### config.mk
export PLATFORM = sky130hd
export DESIGN_NAME = ser8_src_n
export DESIGN_NICKNAME = d
export VERILOG_FILES = /design/src/rtl/ser8_src_n.sv
export SDC_FILE = /design/constraint.sdc
export NUM_CORES = 1
export LEC_CHECK = 0
export ABC_AREA = 1
export CAP_MARGIN = 10
export CORE_MARGIN = 2
export CORE_UTILIZATION = 40
export DETAILED_ROUTE_END_ITERATION = 7
export PLACE_DENSITY = 0.83
export SLEW_MARGIN = 40
export SYNTH_ARGS = -nofsm -noshare
export SYNTH_HDL_FRONTEND = slang
export SYNTH_SLANG_ARGS = --single-unit
### constraint.sdc
create_clock -name clk_i -period 1.3 [get_ports clk_i]
set_clock_uncertainty 0.1 [all_clocks]
set_input_delay 0.26 -clock clk_i [delete_from_list [all_inputs] [get_ports clk_i]]
set_output_delay 0.26 -clock clk_i [all_outputs]
set_load 0.03 [all_outputs]
### src/rtl/ser8_src_n.sv
// Eight-word parallel-to-serial source feeding an 8:1 read mux.
// Optional `SER8_OVERLAP_EN: accept the next block on the final beat for gapless streaming.
module ser8_src_n #(
  parameter int unsigned n       = 4,
  parameter int unsigned m       = 8,
  parameter int unsigned address = 3
) (
  input  logic                  clk_i,
  input  logic                  rst_ni,
  input  logic                  in_valid_i,
  output logic                  in_ready_o,
  input  logic [0:m-1][n-1:0]   in_data_i,
  output logic [0:m-1][n-1:0]   words_o,
  output logic [address-1:0]    sel_o,
  output logic                  out_valid_o,
  input  logic                  out_ready_i,
  output logic                  last_o
);

  localparam logic [address-1:0] LastSel = address'(m - 1);

  typedef enum logic {StIdle, StSend} state_e;

  state_e                state_q, state_d;
  logic [address-1:0]    sel_q, sel_d;
  logic [0:m-1][n-1:0]   words_q;
  logic                  ld, bt, at_last;

  assign at_last     = (sel_q == LastSel);
  assign out_valid_o = (state_q == StSend);
`ifdef SER8_OVERLAP_EN
  assign in_ready_o  = (state_q == StIdle) | (out_valid_o & at_last & out_ready_i);
`else
  assign in_ready_o  = (state_q == StIdle);
`endif
  assign ld          = in_valid_i & in_ready_o;
  assign bt          = out_valid_o & out_ready_i;
  assign last_o      = out_valid_o & at_last;
  assign sel_o       = sel_q;
  assign words_o     = words_q;

  always_comb begin
    state_d = state_q;
    sel_d   = sel_q;
    case (state_q)
      StIdle: ;
      StSend: begin
        if (bt) begin
          if (at_last) begin
            state_d = StIdle;
            sel_d   = '0;
          end else begin
            sel_d = sel_q + address'(1);
          end
        end
      end
    endcase
    // A load wins over the final-beat exit, which only matters with overlap enabled.
    if (ld) begin
      state_d = StSend;
      sel_d   = '0;
    end
  end

  always_ff @(posedge clk_i or negedge rst_ni) begin
    if (!rst_ni) begin
      state_q <= StIdle;
      sel_q   <= '0;
      words_q <= '0;
    end else begin
      state_q <= state_d;
      sel_q   <= sel_d;
      if (ld) begin
        words_q <= in_data_i;
      end
    end
  end

endmodule
== Word-level counts from Yosys, hierarchy flattened ==
Cells that the tools add are included.
Storage, ports and cells
  register bits: 36
  bits of input ports: 36
  output and inout port bits: 38
  logic and storage cells: 27
Cells by class
  $add $sub $neg: 1
  equal/unequal tests: 1
  muxes and demuxes: 8
  bitwise logic cells: 4
  reductions and logical operators: 3
Operators with widths (number)
  $mux W3: 4
  $mux W1: 4
  $reduce_bool A2 Y1: 2
  $add A3 B1 Y3 const B: 1
  $and A1 B1 Y1: 3
  $eq A3 B3 Y1 const B: 1
  $reduce_and A2 Y1: 1
  $not A1 Y1: 1

== Longest topological paths before layout ==
  depth after elaboration: 5
  mapped depth: 5
  depth with buffers taken out: 5

== Worst setup path after synthesis ==
OpenSTA, ideal clock, no wires.
  path type: reg-to-output
  from: reg sel_q[0], in the netlist sel_o[0]
  to: out last_o
  arrival time: 1.159 ns
  required time: 0.940 ns
  setup slack: -0.219 ns
  cell stages (with the launch flop): 5
  buffers on the path: 0
  path through: dfrtp_1 > ha_1 > ha_1 > nand2_1 > inv_1
Between the ends
  longest elaborated chain between the ends: 2
Ends and longest elaborated chain
  from (decl): line 25  | logic [address-1:0] sel_q, sel_d;
  from (signal assigned): line 72  | sel_q <= sel_d;
  $eq A3 B3 Y1: line 29  | assign at_last = (sel_q == LastSel);
  $and A1 B1 Y1: line 38  | assign last_o = out_valid_o & at_last;
  to (decl): line 17  | output logic last_o
No other way between the ends.

== Worst setup path in the final report ==
  from: reg sel_q[1], in the netlist sel_o[1]
  to: out last_o
The elaborated chain is that of the path after synthesis.

==> results.txt <==
----------------------------------------------------
[Clock network]
  TritonCTS clock tree ... done
  Number of levels in the clock H-tree ... 2
  Clock sink count ... 36
  Clock Tree Buf Depth ... 2
  Clk pin slew, worst setup/hold paths ... 0.07 ns
  Clock insertion delay at the later pin of the skew report ... 0.27 ns
  Clock buffer count from CTS ... 5
  CTS root buffer ... clkbuf_8

[Hold path]
  Worst Hold Class ... input pin to asynchronous set/reset pin

[Logic synthesis]
  Post-Synthesis Net Count ... 202
  Total of flip-flops plus latches after synthesis ... 36
  Mapped Avg Cell Area ... 9.16 um^2
  Library cell occupying the most area in the post-synthesis netlist ... dfrtp_1
  Seq/Total Area, Yosys ... 60.0%
  Post-synth cell types ... 12
  Cell types with the largest area share after synthesis ... dfrtp_1 (60%), nand2_1 (18%), nand3_1 (12%)
  Yosys warns ... 0
  Synth top area share ... 60.0%
  Cell area after synthesis ... 0.00150 mm^2
  Number of instances in the synthesized netlist ... 164

[Drt]
  Wire length on met2 ... 2080 um
  First-pass iteration count of the detailed router ... 4
  Total length of routed met3 wires ... 295 um
  Total detailed-routing wirelength ... 3970 um
  Antenna-violating nets left ... 0
  Count of vias placed by the detailed router ... 1452
  Mean number of vias per cell ... 4.82
  Per-cell routed wire length ... 13.2 um
  Wire length the detailed router placed on met1 ... 1560 um
  Number of remaining DRC errors ... 0
  Initial detailed-routing violation count ... 71
  Topmost layer with routed signal wires ... met4

[Floorplanning]
  Count of boundary I/O pins ... 74
  DIE WIDTH ... 65.3 um
  Starting density of the core ... 41.3%
  Die outline height ... 65.3 um
  Floorplan die area ... 0.00426 mm^2
  Core Region ... 0.00363 mm^2
  Num rows ... 22

[Critical path]
  Launch instance of the worst register-to-register path ... sel_o[1]$_DFFE_PN0P_
  Worst Setup SP ... sel_o[1]$_DFFE_PN0P_
  Element type at the critical path start ... flop
  Crit path kind ... flop to primary output
  Capturing element type of the critical path ... primary output
  Crit path required time ... 0.94 ns
  Data arrival, critical path ... 1.24 ns
  Biggest fanout along the worst timing path ... 2

[Finish]
  Antenna diodes ... 0
  Layout Area Growth over Synthesis ... 65.8%
  Leading cell types in the layout, fill and taps excluded ... nand2_1 (70), buf_4 (40), nand3_1 (36)
  Number of nets in the layout ... 290
  Count of filler cells inserted in the layout ... 323
  Post-route design area ... 0.00249 mm^2
  Area occupied by multi-input gates ... 581 um^2
  Post-Layout Cell Count ... 301
  Post-route core utilization ... 68.5%
  Sequential standard cell area ... 903 um^2
  Proportion of layout cells with a drive suffix above 1 ... 29.2%
  Commonest non-fill, non-tap cell in the layout ... nand2_1

[Timing]
  Max-slew violation count ... 0
  Slew @ Worst Pin ... 0.587 ns
  Share of the clock period used by the worst path after layout ... 123%
  Fin. Hold Viols ... 0
  Tightest hold margin ... 0.371 ns
  Final critical delay including setup and external delays ... 1.60 ns
  Final worst-path setup slack ... -0.295 ns
  Final number of setup-violating endpoints ... 6
  Slew Limit Headroom ... 60.8%
  Peak Freq ... 627 MHz
  Setup repair after global routing missed its margin ... true
  Sum of negative setup slack ... -0.532 ns

[Placed design]
  Quantity of I/O buffers inserted on ports ... 73
  Placement-stage cell area ... 0.00225 mm^2
  Number of placed cells counting well taps ... 286
  Worst slack, placed ... -0.468 ns
  Half-perimeter wire length after detailed placement ... 2550 um
  Placer's final routability congestion estimate ... 0.696

[Global route]
  Initial antenna violation count ... 0
  Wire length of the first global-routing pass ... 6230 um
  Vias in the first global route ... 1384
  Congestion Overflow GR ... 0
  Global-route usage over all layers ... 19.4%
  Pin count of the biggest net entering global routing ... 37

[Power and ir drop]
  Leakage power ... 1.29 nW
  Pwr Density ... 2400 mW/mm^2
  Peak supply drop ... 1.27 mV
  Power consumption ... 5.97 mW

[Flow run]
  Number of maximum-capacitance constraint violations ... 0

[Run status]
  Failing checks ... setup timing
  Result of the run ... finished with violations

----------------------------------------------------
-- flip-flops by register name (all words and copies together) (netlist names) --
| signal | count |
|---|---|
| sel_o | 3 |
| words_o | 32 |
| out_valid_o | 1 |
-- repair_timing --
item / CTS / global route
hold buffers: 1 / 0
setup buffers: 4 / 2
pin swaps: 2 / 3
endpoints found under the hold margin: 36 / 0
endpoints found under the setup margin: 6 / 42
gates resized for setup: 20 / 9
gates cloned: 0 / 2
-- kinds of logic after synthesis --
group / synth area share (%)
buf+inv: 6.08
simple gates: 32.2
fa+ha+maj: 1.67
flops: 60.0
-- critical path: stages (launching register included) --
cell and delay, ns:
dfrtp_2 0.42, ha_4 0.17, ha_4 0.16, nand2_4 0.06, inv_4 0.03, buf_6 0.12
-- layout make-up --
type / count / area share (%)
Timing Repair Buffer: 89 / 33.2
Sequential cell: 36 / 36.3
Inverter: 4 / 1.01
Tap cell: 48 / 2.41
Multi-Input combinational cell: 116 / 23.3
Clock buffer: 7 / 3.47
Clock inverter: 1 / 0.302
-- synth_stat cells, drive strengths merged --
master,n
dfrtp,36
nand2,74
ha,2
inv,4
or2,1
nand3,36
nor2,1
buf,10
-- routing by layer --
layer / GRT usage (%) / up-vias
met4: 6.25 / 0
met2: 33.5 / 47
met5: 0 / -
li1: - / 703
met1: 22.2 / 698
met3: 7.02 / 4
-- path summary, 6_finish.rpt --
check	endpoint	cells past startpoint	slack, ns
hold / removal	words_o[17]$_DFFE_PN0P_	3	0.37
setup / recovery	last_o	5	-0.30
setup reg to reg	sel_o[0]$_DFFE_PN0P_	6	0.04
hold reg to reg	words_o[1]$_DFFE_PN0P_	2	0.37
min in group clk_i	words_o[1]$_DFFE_PN0P_	2	0.37
max in group asynchronous	sel_o[1]$_DFFE_PN0P_	3	0.53
-- report_power, final --
group          switching, mW  internal (mW)
Clock                  0.387          0.431
Sequential             0.325           1.66
Combinational           1.89           1.29
Total                   2.60           3.37
(Power assumes the default switching activity.)
